## src/rtl/axi2mem_pkg.sv

```systemverilog
// -----------------------------------------------------------------------------
// axi2mem_pkg
// Shared types for the axi2mem write-address path:
//   burst_t            AXI burst encoding (FIXED / INCR / WRAP)
//   state_t            unroller FSM state
//   aw_cmd_t           one buffered AW burst (id, start address, len, size, burst)
//   BURST_WRAP_LEN_OK  bit n set when len==n is a legal WRAP length (2/4/8/16 beats)
//   wrap_len_ok()      lookup into BURST_WRAP_LEN_OK
// aw_cmd_t field widths follow CMD_ID_W / CMD_ADDR_W, which are the defaults of
// the top-level AXI_ID_WIDTH / AXI_ADDR_WIDTH parameters.
// -----------------------------------------------------------------------------
package axi2mem_pkg;

    localparam int unsigned CMD_ID_W   = 6;
    localparam int unsigned CMD_ADDR_W = 32;

    typedef enum logic [1:0] {
        BURST_FIXED = 2'b00,
        BURST_INCR  = 2'b01,
        BURST_WRAP  = 2'b10
    } burst_t;

    typedef enum logic {
        ST_IDLE = 1'b0,
        ST_RUN  = 1'b1
    } state_t;

    typedef struct packed {
        logic [CMD_ID_W-1:0]   id;
        logic [CMD_ADDR_W-1:0] addr;
        logic [7:0]            len;
        logic [2:0]            size;
        burst_t                burst;
    } aw_cmd_t;

    // Bits 1, 3, 7 and 15 set.
    localparam logic [15:0] BURST_WRAP_LEN_OK = 16'h808A;

    function automatic logic wrap_len_ok(input logic [7:0] len);
        return (len[7:4] == 4'd0) && BURST_WRAP_LEN_OK[len[3:0]];
    endfunction

endpackage

```

## src/rtl/axi2mem_cmd_fifo.sv

```systemverilog
// -----------------------------------------------------------------------------
// axi2mem_cmd_fifo
// Synchronous FIFO of aw_cmd_t entries, DEPTH entries (power of two, >= 2).
// Ports:
//   clk_i, rst_i   clock, synchronous active-high reset (empties the FIFO)
//   push_i, data_i write one entry (ignored when full)
//   pop_i          drop the head entry (ignored when empty)
//   head_o         current head entry (valid when !empty_o)
//   full_o,empty_o occupancy flags
// -----------------------------------------------------------------------------
module axi2mem_cmd_fifo
    import axi2mem_pkg::*;
#(
    parameter int unsigned DEPTH = 2
) (
    input  logic    clk_i,
    input  logic    rst_i,
    input  logic    push_i,
    input  aw_cmd_t data_i,
    input  logic    pop_i,
    output aw_cmd_t head_o,
    output logic    full_o,
    output logic    empty_o
);

    localparam int unsigned PTR_W = $clog2(DEPTH);

    aw_cmd_t          mem [DEPTH];
    // One extra wrap bit distinguishes full from empty when the indices match.
    logic [PTR_W:0]   wr_ptr_q;
    logic [PTR_W:0]   rd_ptr_q;

    assign empty_o = (wr_ptr_q == rd_ptr_q);
    assign full_o  = (wr_ptr_q[PTR_W] != rd_ptr_q[PTR_W]) &&
                     (wr_ptr_q[PTR_W-1:0] == rd_ptr_q[PTR_W-1:0]);
    assign head_o  = mem[rd_ptr_q[PTR_W-1:0]];

    always_ff @(posedge clk_i) begin
        if (rst_i) begin
            wr_ptr_q <= '0;
            rd_ptr_q <= '0;
        end else begin
            if (push_i && !full_o)
                wr_ptr_q <= wr_ptr_q + 1'b1;
            if (pop_i && !empty_o)
                rd_ptr_q <= rd_ptr_q + 1'b1;
        end
    end

    always_ff @(posedge clk_i) begin
        if (push_i && !full_o)
            mem[wr_ptr_q[PTR_W-1:0]] <= data_i;
    end

endmodule

```

## src/rtl/axi2mem_wr_cmd_unroll.sv

```systemverilog
// -----------------------------------------------------------------------------
// axi2mem_wr_cmd_unroll
// Write-address stage of axi2mem: buffers AXI AW bursts and unrolls each one
// into per-beat word commands on the trans_* request/grant handshake.
// Beat n of a burst is only presented after beat n-1 has been granted.
// Ports:
//   clk_i, rst_i        clock, synchronous active-high reset
//   aw_*_i, aw_ready_o  AXI AW channel (id, addr, len, size, burst, valid/ready)
//   trans_id_o          id of the current beat
//   trans_add_o         word-aligned byte address of the current beat
//   trans_last_o        current beat is the last of its burst
//   trans_req_o         beat command valid; trans_gnt_i consumes it
//   size_err_o          one-cycle pulse the cycle after an AW with size > 2
//   busy_o              buffered bursts pending or a burst in progress
// Configuration macro: AXI2MEM_WRAP_EN
//   defined     WRAP bursts wrap at the (len+1)<<size boundary
//   undefined   WRAP bursts run as INCR and also raise size_err_o
// -----------------------------------------------------------------------------
module axi2mem_wr_cmd_unroll
    import axi2mem_pkg::*;
#(
    parameter int unsigned AXI_ID_WIDTH   = CMD_ID_W,
    parameter int unsigned AXI_ADDR_WIDTH = CMD_ADDR_W,
    parameter int unsigned CMD_FIFO_DEPTH = 2
) (
    input  logic                      clk_i,
    input  logic                      rst_i,
    input  logic [AXI_ID_WIDTH-1:0]   aw_id_i,
    input  logic [AXI_ADDR_WIDTH-1:0] aw_addr_i,
    input  logic [7:0]                aw_len_i,
    input  logic [2:0]                aw_size_i,
    input  logic [1:0]                aw_burst_i,
    input  logic                      aw_valid_i,
    output logic                      aw_ready_o,
    output logic [AXI_ID_WIDTH-1:0]   trans_id_o,
    output logic [AXI_ADDR_WIDTH-1:0] trans_add_o,
    output logic                      trans_last_o,
    output logic                      trans_req_o,
    input  logic                      trans_gnt_i,
    output logic                      size_err_o,
    output logic                      busy_o
);

    function automatic logic [2:0] clamp_size(input logic [2:0] size);
        return (size > 3'd2) ? 3'd2 : size;
    endfunction

`ifdef AXI2MEM_WRAP_EN
    function automatic logic [AXI_ADDR_WIDTH-1:0] wrap_addr(
        input logic [AXI_ADDR_WIDTH-1:0] addr,
        input logic [AXI_ADDR_WIDTH-1:0] incr,
        input logic [7:0]                len,
        input logic [2:0]                size
    );
        logic [AXI_ADDR_WIDTH-1:0] mask;
        mask = ((AXI_ADDR_WIDTH'(len) + 1'b1) << size) - 1'b1;
        return (addr & ~mask) | (incr & mask);
    endfunction
`endif

    aw_cmd_t push_cmd;
    aw_cmd_t head;
    logic    push;
    logic    fifo_full;
    logic    fifo_empty;
    logic    size_bad;

    state_t  state_q;
    state_t  state_d;
    logic    vld_p1;
    logic    load;
    logic    advance;

    logic [AXI_ID_WIDTH-1:0]   cur_id_p1;
    logic [AXI_ADDR_WIDTH-1:0] cur_addr_p1;
    logic [7:0]                cnt_p1;
    logic [2:0]                cur_size_p1;
    burst_t                    cur_burst_p1;
`ifdef AXI2MEM_WRAP_EN
    logic [7:0]                cur_len_p1;
`endif
    logic                      size_err_p1;

    logic [AXI_ADDR_WIDTH-1:0] inc;
    logic [AXI_ADDR_WIDTH-1:0] incr_addr;
    logic [AXI_ADDR_WIDTH-1:0] next_addr;

    // ---- stage p0: AW acceptance into the command FIFO ----
    assign aw_ready_o = !fifo_full;
    assign push       = aw_valid_i && aw_ready_o;

`ifdef AXI2MEM_WRAP_EN
    assign size_bad = (aw_size_i > 3'd2);
`else
    assign size_bad = (aw_size_i > 3'd2) || (aw_burst_i == 2'b10);
`endif

    always_comb begin
        push_cmd      = '0;
        push_cmd.id   = aw_id_i;
        push_cmd.addr = aw_addr_i;
        push_cmd.len  = aw_len_i;
        push_cmd.size = clamp_size(aw_size_i);
        // The reserved encoding 2'b11 is treated as INCR.
        case (aw_burst_i)
            2'b00:   push_cmd.burst = BURST_FIXED;
`ifdef AXI2MEM_WRAP_EN
            2'b10:   push_cmd.burst = BURST_WRAP;
`endif
            default: push_cmd.burst = BURST_INCR;
        endcase
    end

    axi2mem_cmd_fifo #(
        .DEPTH   (CMD_FIFO_DEPTH)
    ) u_cmd_fifo (
        .clk_i   (clk_i),
        .rst_i   (rst_i),
        .push_i  (push),
        .data_i  (push_cmd),
        .pop_i   (load),
        .head_o  (head),
        .full_o  (fifo_full),
        .empty_o (fifo_empty)
    );

    // ---- stage p1: beat unroller ----
    always_ff @(posedge clk_i) begin
        if (rst_i) begin
            state_q     <= ST_IDLE;
            size_err_p1 <= 1'b0;
        end else begin
            state_q     <= state_d;
            size_err_p1 <= push && size_bad;
        end
    end

    always_comb begin
        state_d = state_q;
        case (state_q)
            ST_IDLE: if (!fifo_empty) state_d = ST_RUN;
            ST_RUN:  if (trans_gnt_i && (cnt_p1 == 8'd0) && fifo_empty) state_d = ST_IDLE;
            default: state_d = ST_IDLE;
        endcase
    end

    // A last-beat grant with a buffered burst reloads in the same edge,
    // so consecutive bursts stream with no idle cycle between them.
    always_comb begin
        vld_p1  = 1'b0;
        load    = 1'b0;
        advance = 1'b0;
        case (state_q)
            ST_IDLE: load = !fifo_empty;
            ST_RUN: begin
                vld_p1 = 1'b1;
                if (trans_gnt_i) begin
                    if (cnt_p1 == 8'd0) load    = !fifo_empty;
                    else                advance = 1'b1;
                end
            end
            default: ;
        endcase
    end

    // Narrow beats align down to their size first, so a word address may
    // repeat for several beats.
    always_comb begin
        inc       = AXI_ADDR_WIDTH'(1) << cur_size_p1;
        incr_addr = (cur_addr_p1 & ~(inc - 1'b1)) + inc;
        next_addr = incr_addr;
        if (cur_burst_p1 == BURST_FIXED)
            next_addr = cur_addr_p1;
`ifdef AXI2MEM_WRAP_EN
        else if (cur_burst_p1 == BURST_WRAP && wrap_len_ok(cur_len_p1))
            next_addr = wrap_addr(cur_addr_p1, incr_addr, cur_len_p1, cur_size_p1);
`endif
    end

    always_ff @(posedge clk_i) begin
        if (load) begin
            cur_id_p1    <= head.id;
            cur_addr_p1  <= head.addr;
            cnt_p1       <= head.len;
            cur_size_p1  <= head.size;
            cur_burst_p1 <= head.burst;
`ifdef AXI2MEM_WRAP_EN
            cur_len_p1   <= head.len;
`endif
        end else if (advance) begin
            cnt_p1      <= cnt_p1 - 8'd1;
            cur_addr_p1 <= next_addr;
        end
    end

    // Beat fields are forced to zero outside RUN so nothing stale is visible.
    assign trans_req_o  = vld_p1;
    assign trans_id_o   = vld_p1 ? cur_id_p1 : '0;
    assign trans_add_o  = vld_p1 ? {cur_addr_p1[AXI_ADDR_WIDTH-1:2], 2'b00} : '0;
    assign trans_last_o = vld_p1 && (cnt_p1 == 8'd0);
    assign size_err_o   = size_err_p1;
    assign busy_o       = !fifo_empty || (state_q == ST_RUN);

endmodule

```

## config.mk

```make
export PLATFORM = sky130hd
export DESIGN_NAME = axi2mem_wr_cmd_unroll
export DESIGN_NICKNAME = d
export VERILOG_FILES = /design/src/rtl/axi2mem_pkg.sv /design/src/rtl/axi2mem_cmd_fifo.sv /design/src/rtl/axi2mem_wr_cmd_unroll.sv
export SDC_FILE = /design/constraint.sdc
export NUM_CORES = 1
export LEC_CHECK = 0
export BUFFER_PORTS_ARGS = -buffer_cell sky130_fd_sc_hd__buf_4
export CORE_UTILIZATION = 53
export CTS_CLUSTER_SIZE = 16
export DETAILED_ROUTE_END_ITERATION = 16
export HOLD_SLACK_MARGIN = 0.12
export PLACE_DENSITY = 0.73
export SYNTH_ARGS = -nofsm -noshare
export SYNTH_HDL_FRONTEND = slang
export SYNTH_HIERARCHICAL = 1
export SYNTH_SLANG_ARGS = --single-unit
```

## constraint.sdc

```tcl
create_clock -name clk_i -period 4.3 [get_ports clk_i]
set_clock_uncertainty 0.15 [all_clocks]
set_input_delay 0 -clock clk_i [delete_from_list [all_inputs] [get_ports clk_i]]
set_output_delay 0 -clock clk_i [all_outputs]
set_load 0.01 [all_outputs]
```

==> metrics.md, run 1 <==
| Metric | Value |
|---|---|
| First-pass GRT wire length | `27400 um` |
| Detail Placement HPWL | `10900 um` |
| Minimum clock period | `3.75 ns` |
| Core area | `14000 sq um` |
| Ys flop type | `edfxtp_1` |
| Fill count | `999` |
| Worst setup margin | `0.553 ns` |
| GRT Residual Overflow | `0` |
| Fmax | `0.267 GHz` |
| Post-Place Cells | `865` |
| Routed wire length | `17000 um` |
| Starting Density | `55.1%` |
| Ant diodes | `0` |
| Critical path class | `reg -> reg` |
| Routed WL per cell | `17.8 um` |
| Max incr delay on CP | `0.69 ns` |
| Syn_area_per_cell | `12.7 sq um` |
| I/O Pins | `98` |
| Die W | `123 um` |
| Top post-synthesis cells by count | `edfxtp_1 (153), mux2_2 (53), nor2_1 (50)` |
| Hold/Removal Path Class | `in -> reg` |
| CTS buffer count | `17` |
| Maximum vdd drop | `0.499 mV` |
| Clock slew at reported path FFs | `0.06 ns` |
| Synth top area share | `59.4%` |
| Final #Nets | `821` |
| FP Rows | `43` |
| Tightest Pin Transition | `0.899 ns` |
| Final hold violations | `0` |
| Largest net degree at the start of global routing | `59` |
| Fin cells | `953` |
| Post-synth ARST share | `0%` |
| Vias/cell | `5.73` |
| Vias | `5458` |
| Area growth syn-to-layout | `26.0%` |
| Post-synth EDFFs | `153` |
| Critical Path Source Type | `flop` |
| Die area | `15100 sq um` |
| Count leader, synth | `edfxtp_1` |
| Vias in the first global route | `5515` |
| Hold slack | `0.153 ns` |
| Antenna Nets Post-Route | `0` |
| Synth top area cells | `edfxtp_1 (59%), mux2_2 (7.7%), and2_1 (3.0%)` |
| Initial DRC Count | `392` |
| Final Setup Violations | `0` |
| Total global-route track usage | `24.3%` |
| Crit-path cells | `or3_1 -> ha_1 -> nand2b_1 -> nor4bb_1 -> a311oi_2 -> o211a_4 -> or4_1 -> a31oi_1` |
| PD cells | `729 nW/um^2` |
| Max-slew headroom | `40.1%` |
| Overall Power | `7.11 mW` |
| Multi-input combinational cell area | `2790 sq um` |
| Worst endpoint required time | `4.41 ns` |
| Clock root cell | `clkbuf_16` |
| Worst Setup End Kind | `flop` |
| Routability Congestion | `0.830` |
| Die Height | `123 um` |
| Buffers on Ports | `95` |
| Final TNS setup | `0 ns` |
| CTS HTree Levels | `4` |
| Initial antenna violation count | `0` |
| Netlist Area Pre-Place | `7740 sq um` |
| Yosys top cell by area | `edfxtp_1` |
| CP max-delay cell | `edfxtp_1` |
| Post-synth cell types | `71` |
| # clock sinks | `160` |
| Post-Syn Instances | `611` |
| Final Max Slew Viols | `0` |
| Register area share after synthesis | `61.2%` |
| Worst-Skew Late Latency | `0.42 ns` |
| Max-Cap Viols | `0` |
| DRC | `0` |
| Setup WS pre-CTS | `0.585 ns` |
| Lkg Pwr | `3.61 nW` |
| # resized after CTS | `0` |
| Status | `completed` |
| Fraction of layout cells with a size suffix above 1 | `26.8%` |
| Final Cycle Share | `87.1%` |
| WP data arrival | `3.86 ns` |
| Pre-antenna DRT Iters | `5` |
| CTS tree | `done` |
| Synth warnings | `6` |
| Seq cells post-synth | `160` |
| Max FO, Critical Path | `22` |
| RSZ-0062 raised after global routing | `false` |
| Register Area | `4740 sq um` |
| CTS max path bufs | `2` |
[cell type report]
cell class	instances	area share, %
Tap cell	180	2.31
Clock inverter	14	1.40
Sequential cell	160	48.5
Timing Repair Buffer	163	14.1
Inverter	16	0.616
Multi-Input combinational cell	402	28.6
Clock buffer	18	4.40
[worst paths after layout]
check                        startpoint                    end  slack (ns)  cells past startpoint
setup / recovery         cur_size_p1[1]         cur_addr_p1[9]        0.55                      8
hold / removal            aw_addr_i[19]  u_cmd_fifo/mem[0][32]        0.15                      2
setup reg to reg         cur_size_p1[1]         cur_addr_p1[9]        0.55                      8
hold reg to reg   u_cmd_fifo/mem[1][49]           cur_id_p1[4]        0.39                      1
[power by group]
part	internal (mW)	switching (mW)
Clock	0.851	0.602
Combinational	1.16	1.67
Sequential	2.46	0.360
Total	4.48	2.64
[state kept, by name (all words and copies together), names as in the netlist, named ones only]
signal and count:
u_cmd_fifo/mem 102, cur_addr_p1 32, cnt_p1 8, cur_id_p1 6, cur_size_p1 3, cur_burst_p1 2
u_cmd_fifo/rd_ptr_q 2, u_cmd_fifo/wr_ptr_q 2, size_err_o 1, state_q 1
[logic make-up (layout without fill, tap and decap cells)]
logic type,Yosys count,count (layout),share of synthesized area [%]
AO/OA/AOI/OAI,107,107,10.1
adder cells (fa/ha/maj),6,6,0.970
flip-flops,160,160,61.2
XOR/XNOR,16,16,1.91
multiplexers,56,56,8.10
other,1,6,0.0484
AND/OR/NAND/NOR,211,211,14.5
buffers and inverters,54,211,3.20
[per-layer routing]
layer  part of all wire, %  global-route usage (%)
met1                    45                    32.0
met2                    50                    39.9
met4                  0.95                    7.70
met3                   4.4                    5.39
met5                     0                       0
[timing repair]
action | in CTS | in global routing
setup endpoints to repair | 0 | 0
hold buffers | 56 | 0
setup buffers | 0 | 0
endpoints found under the hold margin | 113 | 0
[critical path: cells and delay by family (launching register included)]
kind	cells	cell delay, ns
simple gates	4	1.73
flops	1	0.69
compound gates	3	0.69
fa+ha+maj	1	0.34
[cells in the final DEF (no fill, tap or decap), drive strengths merged, types with 9 or more instances in the layout]
master	Yosys	layout
clkbuf	22	18
nand3	9	9
o21ai	19	19
mux2	53	53
and2	37	37
nand4	14	14
inv	16	20
xnor2	10	10
a31o	11	11
and3	10	10
edfxtp	153	153
nor2	51	51
a21oi	18	18
nand2	45	45
a31oi	21	21
buf	16	107
dlygate4sd3	0	56
[metrics by stage]
| stage | utilization, % | area (sq um) |
|---|---|---|
| 2_1_floorplan | - | 7760 |
| 5_1_grt | 69.5 | 9760 |
| 3_3_place_gp | 61.5 | 8630 |
| 3_5_place_dp | 61.5 | 8630 |
| 6_report | 69.5 | 9760 |
| 4_1_cts | 69.5 | 9760 |
Power figures use the tool's default switching activity.
==> inputs of run 2 (changes only) <==
==> constraint.sdc (replaced) <==
create_clock -name clk_i -period 4.3 [get_ports clk_i]
set_clock_uncertainty 0.15 [all_clocks]
set_input_delay 0.43 -clock clk_i [delete_from_list [all_inputs] [get_ports clk_i]]
set_output_delay 0.43 -clock clk_i [all_outputs]
set_load 0.01 [all_outputs]
==> run 2 against run 1 <==
  * Sequential power is essentially flat
  * Flip-flop and latch count is the same
  * Total power shrank 0.13%
  * Fmax grew 0.11%
  * Register-to-register slack is essentially flat
  * Hold slack lost 0.0055 ns
  * Critical path depth is the same
  * Global-route usage shrank 0.10 points
  * Clock power is essentially flat
  * Final area shrank 0.92%
  * Combinational power is essentially flat
  * Critical endpoint unchanged
  * Largest cell class unchanged
  * Highest routed layer unchanged
==> metrics.md, run 2 (synthesized netlist as in run 1, its figures left out) <==
| Metric | Value |
|---|---|
| Status | `completed` |
| Hold/Removal Path Class | `in -> reg` |
| RSZ-0062 raised after global routing | `false` |
| I/O Pins | `98 (unchanged)` |
| Hold slack | `0.148 ns (-0.00554 ns)` |
| Initial DRC Count | `426 (+8.7%)` |
| CP max-delay cell | `edfxtp_1` |
| Max FO, Critical Path | `22 (unchanged)` |
| Max-slew headroom | `38.9% (-1.2 points)` |
| Routed WL per cell | `18.0 um (+0.78%)` |
| Final core area utilization | `68.8% (-0.64 points)` |
| Lkg Pwr | `3.57 nW (-1.1%)` |
| Power share of the sequential group | `39.7% (about the same)` |
| PD cells | `735 nW/um^2 (+0.80%)` |
| Area growth syn-to-layout | `24.9%` |
| Core area | `14000 sq um (unchanged)` |
| Starting Density | `55.1% (unchanged)` |
| # clock sinks | `160 (unchanged)` |
| Worst-Skew Late Latency | `0.42 ns (about the same)` |
| Grt peak-use layer | `met2` |
| CTS HTree Levels | `4 (unchanged)` |
| Routability Congestion | `0.830 (unchanged)` |
| Vias in the first global route | `5515 (unchanged)` |
| Crit-path cells | `or3_1 -> ha_1 -> nand2b_1 -> nor4bb_1 -> a311oi_2 -> o211a_4 -> or4_1 -> a31oi_1` |
| Max incr delay on CP | `0.68 ns (about the same)` |
| GRT Residual Overflow | `0 (unchanged)` |
| Initial antenna violation count | `0 (unchanged)` |
| Final Cycle Share | `87.0% (-0.095 points)` |
| CTS tree | `done` |
| Die W | `123 um (unchanged)` |
| Commonest cells after routing, fill and taps aside | `edfxtp_1 (153), buf_4 (106), mux2_2 (53)` |
| FP Rows | `43 (unchanged)` |
| Clock share of power | `20.5% (about the same)` |
| CTS buffer count | `17 (unchanged)` |
| Total global-route track usage | `24.2% (-0.10 points)` |
| Combinational power share | `39.8% (about the same)` |
| Fmax | `0.267 GHz (+0.11%)` |
| Tightest Pin Transition | `0.916 ns (+0.0173 ns)` |
| Buffers on Ports | `95 (unchanged)` |
| Global Route met3 Usage | `5.39% (unchanged)` |
| Sw Pwr | `2.64 mW (about the same)` |
| Maximum vdd drop | `0.529 mV (+5.9%)` |
| Largest net degree at the start of global routing | `59 (unchanged)` |
| Final #Nets | `812 (-1.1%)` |
| Final Setup Violations | `0 (unchanged)` |
| Vias/cell | `5.72 (-0.17%)` |
| Met1 GRT Util | `31.8% (-0.19 points)` |
| Postcts setup bufs | `0 (unchanged)` |
| Critical Path Source Type | `flop` |
| Fill count | `1016 (+1.7%)` |
| CTS max path bufs | `2 (unchanged)` |
| Worst Setup End Kind | `flop` |
| Vias | `5397 (-1.1%)` |
| Routed wire length | `17000 um (-0.17%)` |
| Worst endpoint required time | `4.41 ns (about the same)` |
| Clock root cell | `clkbuf_16` |
| Pre-antenna DRT Iters | `4 (-1)` |
| Ant diodes | `0 (unchanged)` |
| Detail Placement HPWL | `10900 um (unchanged)` |
| Final hold violations | `0 (unchanged)` |
| Minimum clock period | `3.74 ns (-0.00410 ns)` |
| Multi-input combinational cell area | `2790 sq um (unchanged)` |
| Register Area | `4740 sq um (unchanged)` |
| Final TNS setup | `0 ns (unchanged)` |
| Antenna Nets Post-Route | `0 (unchanged)` |
| Die Height | `123 um (unchanged)` |
| Fraction of layout cells with a size suffix above 1 | `27.1% (+0.32 points)` |
| Switch share | `37.1% (about the same)` |
| Max reg flops | `102 (unchanged)` |
| Max-Cap Viols | `0 (unchanged)` |
| Clock slew at reported path FFs | `0.06 ns (about the same)` |
| Critical path class | `reg -> reg` |
| Die area | `15100 sq um (unchanged)` |
| Met2 usage in global routing | `39.7% (-0.18 points)` |
| WP data arrival | `3.86 ns (about the same)` |
| Final Max Slew Viols | `0 (unchanged)` |
| Most common cell after layout, fill and taps aside | `edfxtp_1` |
| DRC | `0 (unchanged)` |
| Internal power | `4.47 mW (-0.18%)` |
| First-pass GRT wire length | `27300 um (-0.30%)` |
[run 2: cell count changes in the layout (fill, tap and decap cells not counted), sizes merged]
cell         previous run  this run
dlygate4sd3            56        47
[run 2: critical path, delay by kind of cell (launching register included)]
kind | cells | cell delay (ns)
compound gates | 3 | 0.69
fa+ha+maj | 1 | 0.34
flops | 1 | 0.68
simple gates | 4 | 1.73
[run 2: timing repair]
item / 4_1_cts / 5_1_grt
resized for setup: 0 / 0
endpoints found under the setup margin: 0 / 0
hold buffers: 47 / 0
endpoints found under the hold margin: 97 / 0
[run 2: per-layer routing]
layer  up-vias  share of wire, %
li1       2587                 -
met1      2642                45
met2       158                49
met3        10               4.8
met4         0               1.0
met5         -                 0
[run 2: worst paths after layout]
check,start,to,slack (ns),cells past startpoint
setup / recovery,cur_size_p1[1],cur_addr_p1[9],0.56,8
setup reg to reg,cur_size_p1[1],cur_addr_p1[9],0.56,8
hold reg to reg,u_cmd_fifo/mem[0][50],cur_id_p1[5],0.40,1
hold / removal,aw_burst_i[0],u_cmd_fifo/mem[0][0],0.15,2
[run 2: stage by stage]
stage                     power [mW]  instances  worst slack, ns  area, sq um
after global routing            7.54        944            0.316         9670
final                           7.10        944            0.557         9670
after floorplan                 4.72        616            0.562         7760
after CTS                       7.13        944            0.566         9670
after global placement          5.53        865            0.669         8630
after detailed placement        5.63        865            0.585         8630
[run 2: final cells by class]
class / instances / share of cell area, %
Timing Repair Buffer: 154 / 13.3
Multi-Input combinational cell: 402 / 28.9
Clock buffer: 18 / 4.44
Sequential cell: 160 / 49.0
Inverter: 16 / 0.621
Clock inverter: 14 / 1.41
Tap cell: 180 / 2.33
[run 2: power by group through the flow]
stage / Combinational, mW / Clock [mW] / Sequential [mW]
6_report: 2.83 / 1.45 / 2.82
5_1_grt: 3.12 / 1.53 / 2.89
4_1_cts: 2.84 / 1.47 / 2.82
3_5_place_dp: 2.78 / 0 / 2.85
3_3_place_gp: 2.71 / 0 / 2.82
2_1_floorplan: 2.02 / 0 / 2.70
